### src/rtl/key_irq_servicer_if.sv
// Bus and stream bundle for key_irq_servicer.
// master: the servicer side (Avalon-MM initiator, event producer).
// slave:  the surrounding logic (key PIO slave, config source, event consumer).
interface key_irq_servicer_if #(
    parameter int KEY_W = 2
);
    logic             irq_in;
    logic [1:0]       avm_address;
    logic             avm_chipselect;
    logic             avm_write_n;
    logic [31:0]      avm_writedata;
    logic [31:0]      avm_readdata;
    logic [KEY_W-1:0] cfg_mask;
    logic             cfg_mask_wr;
    logic             evt_valid;
    logic             evt_ready;
    logic [KEY_W-1:0] evt_edges;
    logic [KEY_W-1:0] evt_level;
    logic             busy;

    modport master (
        input  irq_in, avm_readdata, cfg_mask, cfg_mask_wr, evt_ready,
        output avm_address, avm_chipselect, avm_write_n, avm_writedata,
               evt_valid, evt_edges, evt_level, busy
    );

    modport slave (
        output irq_in, avm_readdata, cfg_mask, cfg_mask_wr, evt_ready,
        input  avm_address, avm_chipselect, avm_write_n, avm_writedata,
               evt_valid, evt_edges, evt_level, busy
    );
endinterface

### src/rtl/key_irq_servicer.sv
// Hardware servicer for a 2-bit key PIO slave: programs the IRQ mask after
// reset, and on each IRQ reads/clears edge capture, samples key levels and
// hands one event downstream over a valid/ready stream.
// Optional build macro KEY_SVC_LOCKOUT_EN adds a post-event debounce lockout
// (counter + trailing edge-capture clear).
//
// state     | meaning
// ----------+------------------------------------------------------
// INIT_MASK | write MASK_INIT to irq_mask (addr 2)
// INIT_CLR  | write all-ones to edge_capture (addr 3), drop stale edges
// IDLE      | wait for a mask request (priority) or irq_in
// MASK_WR   | write latched mask to addr 2
// RD_EDGE   | read edge_capture (addr 3)
// RD_EDGE_W | read-latency cycle, latch edges
// CLR       | write addr 3 to clear captured edges
// RD_LVL    | read key data (addr 0)
// RD_LVL_W  | read-latency cycle, latch levels, drop spurious IRQ
// EMIT      | present event until accepted
// LOCKOUT   | (optional) ignore irq_in while counter runs down
// LOCK_CLR  | (optional) write addr 3 to discard bounce edges
module key_irq_servicer #(
    parameter int               KEY_W     = 2,
    parameter logic [KEY_W-1:0] MASK_INIT = {KEY_W{1'b1}}
`ifdef KEY_SVC_LOCKOUT_EN
    ,
    parameter int               LOCKOUT_CYCLES = 500000,
    parameter int               LOCK_CNT_W     = 20
`endif
) (
    input logic                clk,
    input logic                reset,
    key_irq_servicer_if.master bus
);

    typedef enum logic [3:0] {
        INIT_MASK,
        INIT_CLR,
        IDLE,
        MASK_WR,
        RD_EDGE,
        RD_EDGE_W,
        CLR,
        RD_LVL,
        RD_LVL_W,
        EMIT
`ifdef KEY_SVC_LOCKOUT_EN
        ,
        LOCKOUT,
        LOCK_CLR
`endif
    } state_t;

    localparam logic [1:0] ADDR_DATA = 2'd0;
    localparam logic [1:0] ADDR_MASK = 2'd2;
    localparam logic [1:0] ADDR_EDGE = 2'd3;

    state_t           state_q, state_d;
    logic [1:0]       addr_q;
    logic [KEY_W-1:0] edges_q, level_q;
    logic [KEY_W-1:0] mask_q;
    logic             pend_q;

    logic             acc;
    logic             wr;
    logic [1:0]       acc_addr;
    logic [31:0]      wdata;

`ifdef KEY_SVC_LOCKOUT_EN
    localparam logic [LOCK_CNT_W-1:0] LOCK_LOAD = LOCK_CNT_W'(LOCKOUT_CYCLES - 1);
    logic [LOCK_CNT_W-1:0] lock_cnt_q;
`endif

    // Only the key bits of the slave read data carry information.
    logic unused_rdata_hi;
    assign unused_rdata_hi = ^bus.avm_readdata[31:KEY_W];

    // State register.
    always_ff @(posedge clk) begin
        if (reset) state_q <= INIT_MASK;
        else       state_q <= state_d;
    end

    // Next-state and bus access decode (one access per state at most).
    always_comb begin
        state_d  = state_q;
        acc      = 1'b0;
        wr       = 1'b0;
        acc_addr = addr_q;
        wdata    = '0;
        case (state_q)
            INIT_MASK: begin
                acc = 1'b1; wr = 1'b1; acc_addr = ADDR_MASK;
                wdata[KEY_W-1:0] = MASK_INIT;
                state_d = INIT_CLR;
            end
            INIT_CLR: begin
                acc = 1'b1; wr = 1'b1; acc_addr = ADDR_EDGE;
                wdata[KEY_W-1:0] = '1;
                state_d = IDLE;
            end
            IDLE: begin
                if (bus.cfg_mask_wr || pend_q) state_d = MASK_WR;
                else if (bus.irq_in)           state_d = RD_EDGE;
            end
            MASK_WR: begin
                acc = 1'b1; wr = 1'b1; acc_addr = ADDR_MASK;
                wdata[KEY_W-1:0] = mask_q;
                state_d = IDLE;
            end
            RD_EDGE: begin
                acc = 1'b1; acc_addr = ADDR_EDGE;
                state_d = RD_EDGE_W;
            end
            RD_EDGE_W: state_d = CLR;
            CLR: begin
                acc = 1'b1; wr = 1'b1; acc_addr = ADDR_EDGE;
                state_d = RD_LVL;
            end
            RD_LVL: begin
                acc = 1'b1; acc_addr = ADDR_DATA;
                state_d = RD_LVL_W;
            end
            RD_LVL_W: state_d = (edges_q != '0) ? EMIT : IDLE;
            EMIT: begin
`ifdef KEY_SVC_LOCKOUT_EN
                if (bus.evt_ready) state_d = LOCKOUT;
`else
                if (bus.evt_ready) state_d = IDLE;
`endif
            end
`ifdef KEY_SVC_LOCKOUT_EN
            LOCKOUT: begin
                if (lock_cnt_q == '0) state_d = LOCK_CLR;
            end
            LOCK_CLR: begin
                acc = 1'b1; wr = 1'b1; acc_addr = ADDR_EDGE;
                wdata[KEY_W-1:0] = '1;
                state_d = IDLE;
            end
`endif
            default: state_d = INIT_MASK;
        endcase
    end

    // Address holds its last value between accesses.
    always_ff @(posedge clk) begin
        if (reset)    addr_q <= '0;
        else if (acc) addr_q <= acc_addr;
    end

    // Event payload capture from the two read-latency cycles.
    always_ff @(posedge clk) begin
        if (reset) begin
            edges_q <= '0;
            level_q <= '0;
        end else begin
            if (state_q == RD_EDGE_W) edges_q <= bus.avm_readdata[KEY_W-1:0];
            if (state_q == RD_LVL_W)  level_q <= bus.avm_readdata[KEY_W-1:0];
        end
    end

    // Mask request latch; a newer pulse overwrites the value, IDLE consumes it.
    always_ff @(posedge clk) begin
        if (reset) begin
            mask_q <= MASK_INIT;
            pend_q <= 1'b0;
        end else begin
            if (bus.cfg_mask_wr) mask_q <= bus.cfg_mask;
            if (state_q == IDLE && state_d == MASK_WR) pend_q <= 1'b0;
            else if (bus.cfg_mask_wr)                  pend_q <= 1'b1;
        end
    end

`ifdef KEY_SVC_LOCKOUT_EN
    // Lockout down-counter, loaded on the event handshake.
    always_ff @(posedge clk) begin
        if (reset)                                   lock_cnt_q <= '0;
        else if (state_q == EMIT && bus.evt_ready)   lock_cnt_q <= LOCK_LOAD;
        else if (state_q == LOCKOUT && lock_cnt_q != '0) lock_cnt_q <= lock_cnt_q - 1'b1;
    end
`endif

    // Reset masks the access decode so the bus is idle while reset is held,
    // even though the state register already sits in INIT_MASK.
    assign bus.avm_chipselect = acc & ~reset;
    assign bus.avm_write_n    = ~(acc & wr & ~reset);
    assign bus.avm_address    = (acc & ~reset) ? acc_addr : addr_q;
    assign bus.avm_writedata  = (acc & wr & ~reset) ? wdata : '0;
    assign bus.evt_valid      = (state_q == EMIT);
    assign bus.evt_edges      = edges_q;
    assign bus.evt_level      = level_q;
    assign bus.busy           = (state_q != IDLE);

endmodule

### src/flat_wrapper.sv
// flat-port wrapper written by rule: the top's interface ports become plain ports
module key_irq_servicer_flat 
#(
    parameter int               KEY_W     = 2,
    parameter logic [KEY_W-1:0] MASK_INIT = {KEY_W{1'b1}}

)
  (clk, reset, bus_irq_in, bus_avm_readdata, bus_cfg_mask, bus_cfg_mask_wr, bus_evt_ready, bus_avm_address, bus_avm_chipselect, bus_avm_write_n, bus_avm_writedata, bus_evt_valid, bus_evt_edges, bus_evt_level, bus_busy);
  key_irq_servicer_if #(.KEY_W(KEY_W)) bus_i ();
  input logic clk;
  input logic reset;
  input wire logic [$bits(bus_i.irq_in)-1:0] bus_irq_in;
  input wire logic [$bits(bus_i.avm_readdata)-1:0] bus_avm_readdata;
  input wire logic [$bits(bus_i.cfg_mask)-1:0] bus_cfg_mask;
  input wire logic [$bits(bus_i.cfg_mask_wr)-1:0] bus_cfg_mask_wr;
  input wire logic [$bits(bus_i.evt_ready)-1:0] bus_evt_ready;
  output wire logic [$bits(bus_i.avm_address)-1:0] bus_avm_address;
  output wire logic [$bits(bus_i.avm_chipselect)-1:0] bus_avm_chipselect;
  output wire logic [$bits(bus_i.avm_write_n)-1:0] bus_avm_write_n;
  output wire logic [$bits(bus_i.avm_writedata)-1:0] bus_avm_writedata;
  output wire logic [$bits(bus_i.evt_valid)-1:0] bus_evt_valid;
  output wire logic [$bits(bus_i.evt_edges)-1:0] bus_evt_edges;
  output wire logic [$bits(bus_i.evt_level)-1:0] bus_evt_level;
  output wire logic [$bits(bus_i.busy)-1:0] bus_busy;
  assign bus_i.irq_in = bus_irq_in;
  assign bus_i.avm_readdata = bus_avm_readdata;
  assign bus_i.cfg_mask = bus_cfg_mask;
  assign bus_i.cfg_mask_wr = bus_cfg_mask_wr;
  assign bus_i.evt_ready = bus_evt_ready;
  assign bus_avm_address = bus_i.avm_address;
  assign bus_avm_chipselect = bus_i.avm_chipselect;
  assign bus_avm_write_n = bus_i.avm_write_n;
  assign bus_avm_writedata = bus_i.avm_writedata;
  assign bus_evt_valid = bus_i.evt_valid;
  assign bus_evt_edges = bus_i.evt_edges;
  assign bus_evt_level = bus_i.evt_level;
  assign bus_busy = bus_i.busy;
  key_irq_servicer #(.KEY_W(KEY_W), .MASK_INIT(MASK_INIT)) u_core (.clk(clk), .reset(reset), .bus(bus_i));
endmodule
### config.mk
export PLATFORM = sky130hd
export DESIGN_NAME = key_irq_servicer_flat
export DESIGN_NICKNAME = d
export VERILOG_FILES = /design/src/rtl/key_irq_servicer_if.sv /design/src/rtl/key_irq_servicer.sv /design/src/flat_wrapper.sv
export SDC_FILE = /design/constraint.sdc
export NUM_CORES = 1
export LEC_CHECK = 0
export BUFFER_PORTS_ARGS = -buffer_cell sky130_fd_sc_hd__clkbuf_2
export CAP_MARGIN = 20
export CORE_MARGIN = 8
export CORE_UTILIZATION = 30
export DETAILED_ROUTE_END_ITERATION = 10
export GPL_ROUTABILITY_DRIVEN = 0
export GPL_TIMING_DRIVEN = 0
export HOLD_SLACK_MARGIN = 0.06
export MAX_ROUTING_LAYER = met4
export PLACE_DENSITY = 0.62
export SLEW_MARGIN = 0
export SYNTH_ARGS = -nofsm -noshare
export SYNTH_HDL_FRONTEND = slang
export SYNTH_SLANG_ARGS = --single-unit
### constraint.sdc
create_clock -name clk -period 1.8 [get_ports clk]
set_input_delay 0.36 -clock clk [delete_from_list [all_inputs] [get_ports clk]]
set_output_delay 0.36 -clock clk [all_outputs]
set_load 0.01 [all_outputs]
==> summary.txt, run 1 <==
GRT
  • Vias in the first global route: ~880
  • Grt ovf: 0
  • Initial antenna violation count: 0
  • First-pass GRT wire length: roughly 4000 µm
  • Largest net degree at the start of global routing: 11
  • Total track usage: roughly 9.6%

STA
  • Final min period: between 1.5 and 2 ns
  • Slew Limit Fails: 0
  • Peak Freq: approximately 0.56 GHz
  • Setup violators final: 0
  • Setup TNS: 0 ns
  • Crit share post-route: 98.47%
  • Final hold vios: 0
  • RSZ-0062 raised after global routing: true
  • Clk_skew: 0.003612 ns

Routing
  • Total length of routed met3 wires: 243 µm
  • DRT met1 WL: 1044 µm
  • Post-Route WL: around 2600 µm
  • Total number of vias: roughly 950
  • Top Metal Used: met4
  • DRC Markers: 0
  • WL per Instance: around 11 µm
  • Via/cell ratio: between 4 and 5
  • Initial DRC count: 53
  • DRT antenna net count: 0
  • Routed wl met2: 1291 µm
  • DR pass1 iterations: 4

Yosys
  • Leading area contributor after synthesis: dfxtp_1
  • Synth Cell Area: 992.2 µm²
  • Top cells by area, synth: dfxtp_1 26%, buf_4 23%, nor2_1 4.9%
  • Netlist cell types: 33
  • Register area share after synthesis: 26.23%
  • Yosys top cell area share: a little over a quarter
  • Synthesis warning total: 0
  • Syn avg cell area: around 8 µm²
  • EDFF count, synth: 0
  • FF+latch count, synth: 13
  • FFs w/ async S/R, synth: 0%
  • Cell count after synthesis: about 130
  • Top FF cell, synth: dfxtp_1

Floorplanning
  • Die area: 0.005404 mm²
  • Initial cell density of the core: 30.45%
  • Num rows: 21
  • Core Region: about 0.0033 mm²
  • Die W: about 74 µm
  • Die Y: roughly 74 µm
  • # IOs: 81

Cells and area
  • Most common cell after layout, fill and taps aside: buf_4
  • Diodes inserted: 0
  • Final Util: between 40% and 50%
  • Most frequent cells in the layout: 38 x buf_4, 30 x conb_1, 17 x clkbuf_2
  • Fraction of layout cells with a size suffix above 1: 42.70%
  • Nets: 225
  • Area growth syn-to-layout: 39.85%

Place
  • Post-DP HPWL: approximately 1900 µm
  • Buffers on Ports: 20

Critical path
  • CP Launch Type: flop
  • Setup crit start: u_core.state_q[2]$_SDFF_PP0_
  • Critical Path RT: around 1.4 ns
  • RR Startpoint: u_core.state_q[2]$_SDFF_PP0_
  • WS Path Type: flop to output pin
  • Critical path arrival: approximately 1.4 ns
  • Crit end category: output pin
  • CP Max Fanout: 5

CTS
  • # H-tree levels: 1
  • Clk buf depth: 2
  • Clk pin slew, worst setup/hold paths: approximately 0.08 ns
  • Hold-fix buffers at CTS: 0
  • Clock Latency Late Sink: approximately 0.28 ns
  • CTS sink cnt: 13
  • CTS tree: done
  • CTS Buf Count: 3
  • CTS root buf: clkbuf_4

Power
  • Pleak: ~0.7 nW
  • PD cells: a little under 600 mW/mm²
  • Peak VDD IR: ~0.00036 V
  • Power Total: around 0.82 mW

Flow run
  • Max cap viols: 0

Status
  • Status: complete, no violations

Worst hold path
  • Hold Path Class: primary input to flop
  • Min-delay src: bus_cfg_mask[0]
-- worst paths after layout --
kind | end | slack [ns] | depth (start not counted)
setup / recovery | bus_avm_address[0] | 0.03 | 5
setup reg to reg | u_core.state_q[1]$_SDFF_PP0_ | 0.28 | 6
hold / removal | u_core.mask_q[0]$_SDFFE_PP1P_ | 0.29 | 2
hold reg to reg | u_core.addr_q[0]$_SDFFE_PP0N_ | 0.50 | 2
-- registers in the layout, summed over array words and instances, names as in the netlist --
| signal | flops |
|---|---|
| u_core.addr_q | 2 |
| u_core.bus.evt_edges | 2 |
| u_core.bus.evt_level | 2 |
| u_core.mask_q | 2 |
| u_core.pend_q | 1 |
| u_core.state_q | 4 |
-- per-stage QoR --
stage          hold slack, ns  cells  setup slack (ns)  instance area, µm²
2_1_floorplan          0.4497    154            0.1482                1101
5_1_grt                0.2920    231          -0.04167                1388
6_report               0.2861    231           0.02749                1388
3_3_place_gp           0.4637    220           0.09690                1259
4_1_cts                0.2866    225          -0.07347                1318
3_5_place_dp           0.4798    220           0.08092                1259
-- cells by family after synthesis --
kind of cell / after synthesis / share of synthesized area [%]
and+or+nand+nor: 40 / 22.45
buffers and inverters: 38 / 26.86
AOI/OAI and AO/OA: 28 / 18.92
DFF: 13 / 26.23
muxes: 5 / 5.170
other: 1 / 0.3779
-- layer usage --
metal  up-vias  track usage (%)
met5         -                -
met4         0            3.326
met3         5            3.683
met2        36            16.14
met1       421            10.06
li1        487                -
-- area by class of cell --
type                       instances  area, µm²
multi-input combinational        103      596.8
tap                               46      57.56
fill                             369       1871
buffer                            35      270.3
inverter                           3      11.26
clock buffer                       4      26.28
timing repair buffer              27      152.6
sequential                        13      272.8
-- report_power, final --
group          leakage (nW)  internal, mW  total, mW  switching (mW)
clock                0.0150        0.0860      0.184          0.0977
sequential            0.109         0.307      0.322          0.0156
combinational         0.561         0.152      0.318           0.166
total                 0.685         0.545      0.824           0.279
-- synth_stat cells, types with 2 or more instances --
cell       count
nor2_1        13
nand2_1        9
mux2i_1        4
a2111oi_0      2
inv_1          2
a31oi_1        3
buf_4         30
buf_2          3
dfxtp_1       13
a211o_1        2
o21ai_0        8
nor3_1         3
nor2b_1        4
a21oi_1        9
nand2b_1       2
-- worst max-delay path, stage by stage, from the launching register on --
cell      delay (ns)
dfxtp_4         0.35
buf_4           0.16
or2_4           0.25
a31oi_1         0.18
a21oi_1         0.06
clkbuf_2        0.13
-- what timing repair did --
action | in CTS | in global routing
resized for setup | 11 | 14
endpoints found under the setup margin | 7 | 7
setup buffers | 1 | 6
pin swaps | 0 | 6
Power figures use the tool's default switching activity.
==> run 2: changes to the inputs <==
--- a/config.mk
+++ b/config.mk
@@ -15,6 +15,7 @@
 export HOLD_SLACK_MARGIN = 0.06
 export MAX_ROUTING_LAYER = met4
 export PLACE_DENSITY = 0.62
+export REMOVE_ABC_BUFFERS = 1
 export SLEW_MARGIN = 0
 export SYNTH_ARGS = -nofsm -noshare
 export SYNTH_HDL_FRONTEND = slang
==> run 2 against run 1 <==
- clock skew fell by 0.0020 ns
- power is 11% lower
- cell count shrank 16%
- design area decreased by 22%
- routed wire length fell by 14%
- register-to-register slack gained 0.15 ns
- flip-flop and latch count is the same
- critical path type unchanged
- largest cell class unchanged
==> summary.txt, run 2 (synthesis results as in run 1) <==
Critical path
  • Critical path cell sequence: nor2_4, nand2_1, a21oi_1, nor2_1, clkbuf_2
  • CP Launch Type: flop
  • WS Path Type: flop to output pin
  • Crit end category: output pin
  • Critical path arrival: 1.32 ns (-0.09 ns)
  • Critical Path RT: 1.44 ns (about the same)
  • CP Max Fanout: 15 (+10)
  • CP max-delay cell: dfxtp_2
  • CP max stage delay: 0.57 ns (+0.22 ns)

GRT
  • First-pass GRT wire length: 3291 µm (-17%)
  • Largest net degree at the start of global routing: 17 (+6)
  • Total track usage: 8.055% (-1.6 points)
  • Vias in the first global route: 746 (-15%)
  • Grt ovf: 0 (unchanged)
  • Initial antenna violation count: 0 (unchanged)

Cells and area
  • Fillers: 381 (+3.3%)
  • Area taken by multi-input logic gates: 589.3 µm² (-1.3%)
  • Fraction of layout cells with a size suffix above 1: 27.21% (-15 points)
  • Largest Register: u_core.state_q
  • Nets: 187 (-17%)
  • Diodes inserted: 0 (unchanged)
  • Register area: 272.8 µm² (unchanged)
  • Most common cell after layout, fill and taps aside: conb_1
  • Most frequent cells in the layout: 30 x conb_1, 20 x clkbuf_2, 12 x nor2_1
  • Max FFs per register: 4 (unchanged)
  • Area growth syn-to-layout: 9.584%

Worst hold path
  • Hold Path Class: primary input to flop

CTS
  • CTS Buf Count: 3 (unchanged)
  • Hold-fix buffers at CTS: 0 (unchanged)
  • Clk buf depth: 2 (unchanged)
  • CTS tree: done
  • Clock Latency Late Sink: 0.28 ns (about the same)
  • CTS root buf: clkbuf_4
  • # H-tree levels: 1 (unchanged)
  • CTS sink cnt: 13 (unchanged)
  • Clk pin slew, worst setup/hold paths: 0.08 ns (about the same)

Floorplanning
  • Die W: 73.51 µm (unchanged)
  • Die Y: 73.51 µm (unchanged)
  • Core Region: 0.003258 mm² (unchanged)
  • Initial cell density of the core: 30.45% (unchanged)
  • # IOs: 81 (unchanged)
  • Die area: 0.005404 mm² (unchanged)
  • Num rows: 21 (unchanged)

Routing
  • Initial DRC count: 23 (-57%)
  • WL per Instance: 11.66 µm (+3.1%)
  • Via/cell ratio: 4.161 (+1.3%)
  • DR pass1 iterations: 4 (unchanged)
  • DRT antenna net count: 0 (unchanged)
  • Post-Route WL: 2251 µm (-14%)
  • Total number of vias: 803 (-15%)
  • DRC Markers: 0 (unchanged)

STA
  • Setup ws final: 0.1171 ns (+0.08962 ns)
  • Final hold vios: 0 (unchanged)
  • Setup violators final: 0 (unchanged)
  • Setup TNS: 0 ns (unchanged)
  • Worst hold margin: 0.2875 ns (+0.001338 ns)
  • Final min period: 1.683 ns (-0.08962 ns)
  • Slew Limit Fails: 0 (unchanged)
  • Peak Freq: 0.5942 GHz (+5.3%)
  • RSZ-0062 raised after global routing: false
  • Clk_skew: 0.001660 ns (-0.001953 ns)
  • Crit share post-route: 93.49% (-5.0 points)

Power
  • Switching power total: 0.2600 mW (-7.0%)
  • Sw Share: 35.46% (+1.6 points)
  • Internal Power: 0.4732 mW (-13%)
  • Comb pwr share: 28.0% (-11 points)
  • Part of the power in registers: 46.4% (+7.3 points)
  • PD cells: 674.3 mW/mm² (+14%)
  • Clk pwr share: 25.6% (+3.3 points)
  • Pleak: 0.4817 nW (-30%)
  • Peak VDD IR: 0.0003723 V (+4.5%)

Flow run
  • Max cap viols: 0 (unchanged)

Place
  • DP Worst Slack: -0.004890 ns (-0.08581 ns)
  • Post-DP HPWL: 1644 µm (-14%)
  • Buffers on Ports: 20 (unchanged)

Status
  • Status: complete, no violations
## run 2: area by class of cell
cell class                 count  share of cell area [%]
clock buffer                   4                   2.417
timing repair buffer          24                   11.97
inverter                       3                   1.036
tap                           46                   5.293
multi-input combinational    103                   54.20
sequential                    13                   25.09
## run 2: metrics by stage
stage                     cells  cell area [µm²]  util [%]  total power, mW
after global placement      185             1003     30.80           0.5346
after global routing        193             1087     33.37           0.7825
after CTS                   189             1044     32.03           0.7274
after detailed placement    185             1003     30.80           0.5347
after floorplan             119            845.8         -           0.4736
final                       193             1087     33.37           0.7332
## run 2: what timing repair did
action / in CTS / in global routing
endpoints found under the setup margin: 8 / 6
gates resized for setup: 8 / 4
setup buffers: 0 / 4
## run 2: per-layer routing
metal,vias up,GRT usage (%),wire length [µm]
met4,0,1.996,16
li1,413,-,-
met3,2,3.274,197
met1,357,9.796,1069
met2,31,12.01,967
met5,-,-,0
## run 2: worst paths after layout
path                                   endpoint  depth (start not counted)  slack [ns]                          start
hold / removal    u_core.mask_q[1]$_SDFFE_PP1P_                          2        0.29                bus_cfg_mask[1]
setup reg to reg   u_core.state_q[3]$_SDFF_PP0_                          4        0.43   u_core.state_q[3]$_SDFF_PP0_
hold reg to reg   u_core.addr_q[0]$_SDFFE_PP0N_                          2        0.50  u_core.addr_q[0]$_SDFFE_PP0N_
setup / recovery             bus_avm_address[1]                          5        0.12   u_core.state_q[3]$_SDFF_PP0_
## run 2: power by group through the flow
stage | registers (mW) | clock network [mW] | logic [mW]
floorplan | 0.342 | 0 | 0.132
global placement | 0.352 | 0 | 0.182
detailed placement | 0.352 | 0 | 0.183
CTS | 0.346 | 0.197 | 0.184
global route | 0.345 | 0.204 | 0.233
finish | 0.340 | 0.187 | 0.206
## run 2: worst max-delay path, delay by kind of cell, from the launching register on
family	cells	cell delay [ns]
AND/OR/NAND/NOR	3	0.28
flip-flops	1	0.57
AO/OA/AOI/OAI	1	0.06
buffers and inverters	1	0.14
==> run 3: changes to the inputs <==
--- a/config.mk
+++ b/config.mk
@@ -5,16 +5,17 @@
 export SDC_FILE = /design/constraint.sdc
 export NUM_CORES = 1
 export LEC_CHECK = 0
+export ABC_AREA = 1
 export BUFFER_PORTS_ARGS = -buffer_cell sky130_fd_sc_hd__clkbuf_2
 export CAP_MARGIN = 20
 export CORE_MARGIN = 8
-export CORE_UTILIZATION = 30
+export CORE_UTILIZATION = 38
 export DETAILED_ROUTE_END_ITERATION = 10
 export GPL_ROUTABILITY_DRIVEN = 0
 export GPL_TIMING_DRIVEN = 0
 export HOLD_SLACK_MARGIN = 0.06
 export MAX_ROUTING_LAYER = met4
-export PLACE_DENSITY = 0.62
+export PLACE_DENSITY = 0.77
 export REMOVE_ABC_BUFFERS = 1
 export SLEW_MARGIN = 0
 export SYNTH_ARGS = -nofsm -noshare
==> run 3 against run 2 <==
- highest routed layer unchanged
- count of clock-buffer cells in the layout shrank 1
- synthesized area shrank 4.5%
- via count increased by 10%
- register-to-register slack about the same
- cell count rose by 3.6%
- critical path type unchanged
==> summary.txt, run 3 <==
CTS
  • CTS root buf: clkbuf_4
  • CTS Buf Count: 3 (unchanged)
  • CTS sink cnt: 13 (unchanged)
  • Clock Latency Late Sink: 0.28 ns (about the same)
  • Clk buf depth: 2 (unchanged)
  • # H-tree levels: 1 (unchanged)
  • CTS tree: done
  • Clk pin slew, worst setup/hold paths: 0.09 ns (about the same)

Yosys
  • Leading area contributor after synthesis: dfxtp_1
  • Synth top cells by count: 35 x nand2_1, 30 x buf_4, 17 x nor2_1, 13 x dfxtp_1
  • Synth Cell Area: 947.2 µm² (-4.5%)
  • Syn avg cell area: 6.623 µm² (-17%)
  • FFs w/ async S/R, synth: 0% (unchanged)
  • Synthesis warning total: 0 (unchanged)
  • Netlist cell types: 20 (-39%)
  • Register area share after synthesis: 27.48% (+1.2 points)
  • Top FF cell, synth: dfxtp_1
  • FF+latch count, synth: 13 (unchanged)
  • Cell with the most instances after synthesis: nand2_1
  • Top cells by area, synth: dfxtp_1 27%, buf_4 24%, nand2_1 14%
  • Cell count after synthesis: 143 (+14%)
  • EDFF count, synth: 0 (unchanged)
  • Yosys top cell area share: 27.48% (+1.2 points)

Routing
  • Post-Route WL: 2195 µm (-2.5%)
  • Via/cell ratio: 4.430 (+6.5%)
  • DRT antenna net count: 0 (unchanged)
  • Initial DRC count: 24 (+4.3%)
  • WL per Instance: 10.98 µm (-5.9%)
  • Total number of vias: 886 (+10%)
  • DRC Markers: 0 (unchanged)
  • DR pass1 iterations: 5 (+1)

Power
  • Clk pwr share: 21.2% (-4.4 points)
  • PD cells: 815.1 mW/mm² (+21%)
  • Sw Share: 40.47% (+5.0 points)
  • Peak VDD IR: 0.0004474 V (+20%)
  • Switching power total: 0.3508 mW (+35%)
  • Internal Power: 0.5160 mW (+9.0%)
  • Pleak: 0.5720 nW (+19%)
  • Comb pwr share: 39.2% (+11 points)
  • Part of the power in registers: 39.5% (-6.9 points)

STA
  • RSZ-0062 raised after global routing: true
  • Worst hold margin: 0.2885 ns (+0.001038 ns)
  • Peak Freq: 0.5685 GHz (-4.3%)
  • Crit share post-route: 97.72% (+4.2 points)
  • Clk_skew: 0.004969 ns (+0.003309 ns)
  • Slew Limit Fails: 0 (unchanged)
  • Final min period: 1.759 ns (+0.07615 ns)
  • Final hold vios: 0 (unchanged)
  • Setup violators final: 0 (unchanged)

Critical path
  • WS Path Type: flop to output pin
  • Crit end category: output pin
  • CP Max Fanout: 6 (-9)
  • R2R Path End: u_core.state_q[0]$_SDFF_PP0_
  • Critical Path RT: 1.44 ns (about the same)
  • Critical path arrival: 1.40 ns (+0.08 ns)
  • Reg2reg path depth: 9 (+5)
  • CP Launch Type: flop
  • Worst reg2reg setup slack: 0.43 ns (about the same)
  • RR Startpoint: u_core.state_q[0]$_SDFF_PP0_

Place
  • Post-DP HPWL: 1670 µm (+1.6%)
  • Buffers on Ports: 20 (unchanged)

Flow run
  • Max cap viols: 0 (unchanged)

GRT
  • First-pass GRT wire length: 3443 µm (+4.6%)
  • Total track usage: 10.29% (+2.2 points)
  • Initial antenna violation count: 0 (unchanged)
  • Grt ovf: 0 (unchanged)
  • Vias in the first global route: 821 (+10%)
  • Largest net degree at the start of global routing: 11 (-6)

Floorplanning
  • Die area: 0.004346 mm² (-20%)
  • Die Y: 65.93 µm (-10%)
  • Initial cell density of the core: 39.30% (+8.9 points)
  • Num rows: 18 (-14%)
  • Die W: 65.93 µm (-10%)
  • # IOs: 81 (unchanged)
  • Core Region: 0.002410 mm² (-26%)

Worst hold path
  • Hold Path End: u_core.mask_q[0]$_SDFFE_PP1P_
  • Hold Path Class: primary input to flop
  • Min-delay src: bus_cfg_mask[0]
  • Worst hold path cell count: 3 (+1)

Cells and area
  • Largest Register: u_core.state_q
  • Nets: 210 (+12%)
  • Fraction of layout cells with a size suffix above 1: 27.06% (-0.15 points)
  • Final Util: 44.13% (+11 points)
  • Area growth syn-to-layout: 12.29%
  • Diodes inserted: 0 (unchanged)
  • Max FFs per register: 4 (unchanged)
  • Most frequent cells in the layout: 33 x nand2_1, 30 x conb_1, 20 x clkbuf_2
  • Most common cell after layout, fill and taps aside: nand2_1

Status
  • Status: complete, no violations
run 3: cell types whose count changed after synthesis, sizes merged, moves of 4 or more:
cell,delta
nor2,+6
nand2,+27
inv,+10
nor2b,-4
mux2i,-4
o21ai,-5
nand3,+10
run 3: critical path, stage by stage (launching register included):
cell	delay (ns)
dfxtp_2	0.37
nor2_4	0.17
nand2_4	0.10
a21oi_4	0.19
nand2_1	0.09
nand2_1	0.06
clkbuf_2	0.12
run 3: power by group through the flow:
stage	registers, mW	clock network (mW)	logic (mW)
6_report	0.343	0.184	0.340
5_1_grt	0.347	0.204	0.379
4_1_cts	0.336	0.194	0.324
3_5_place_dp	0.346	0	0.292
3_3_place_gp	0.345	0	0.289
2_1_floorplan	0.340	0	0.213
run 3: layer usage:
metal / GRT usage [%] / vias to the layer above / share of wire, %
met1: 10.58 / 396 / 42
met3: 4.746 / 4 / 9.2
li1: - / 447 / -
met5: - / - / 0
met4: 2.997 / 0 / 1.1
met2: 17.17 / 39 / 48
run 3: layout make-up:
class / count / area, µm²
Fill cell: 275 / 1346
Inverter: 13 / 51.30
Tap cell: 30 / 37.54
Timing Repair Buffer: 25 / 137.6
Clock buffer: 3 / 22.52
Sequential cell: 13 / 270.3
Multi-Input combinational cell: 115 / 539.3
Clock inverter: 1 / 5.005
run 3: how the worst max path moves through the flow:
stage / end / cells past startpoint / from
after CTS: bus_avm_address[0] / 7 / u_core.state_q[2]$_SDFF_PP0_
after floorplan: bus_avm_address[0] / 5 / u_core.state_q[3]$_SDFF_PP0_
final: bus_avm_address[0] / 6 / u_core.state_q[3]$_SDFF_PP0_
after global placement: bus_avm_address[0] / 7 / u_core.state_q[2]$_SDFF_PP0_
after global routing: bus_avm_address[0] / 7 / u_core.state_q[2]$_SDFF_PP0_
after detailed placement: bus_avm_address[0] / 7 / u_core.state_q[2]$_SDFF_PP0_
run 3: timing repair:
action | CTS | global route
hold buffers | 0 | 0
pin swaps | 4 | 2
setup buffers | 5 | 0
gates resized for setup | 9 | 6
setup endpoints to repair | 3 | 2
run 3: kinds of logic (layout without fill, tap and decap cells):
group                  Yosys count  count (layout)  share of synthesized area (%)
and+or+nand+nor                 72              72                          33.95
AOI/OAI and AO/OA               13              13                          8.719
other                            1              30                         0.3959
DFF                             13              13                          27.48
buffers and inverters           44              42                          29.46
run 3: stage by stage:
stage	cells	cell area, µm²	total power [mW]	setup slack, ns	TNS (ns)
after floorplan	141	825.8	0.5531	0.3147	0
after global placement	191	963.4	0.6336	0.1776	0
after detailed placement	191	963.4	0.6377	0.1653	0
after CTS	200	1049	0.8538	0.006790	0
after global routing	200	1064	0.9303	-0.07550	-0.1134
final	200	1064	0.8668	0.04095	0
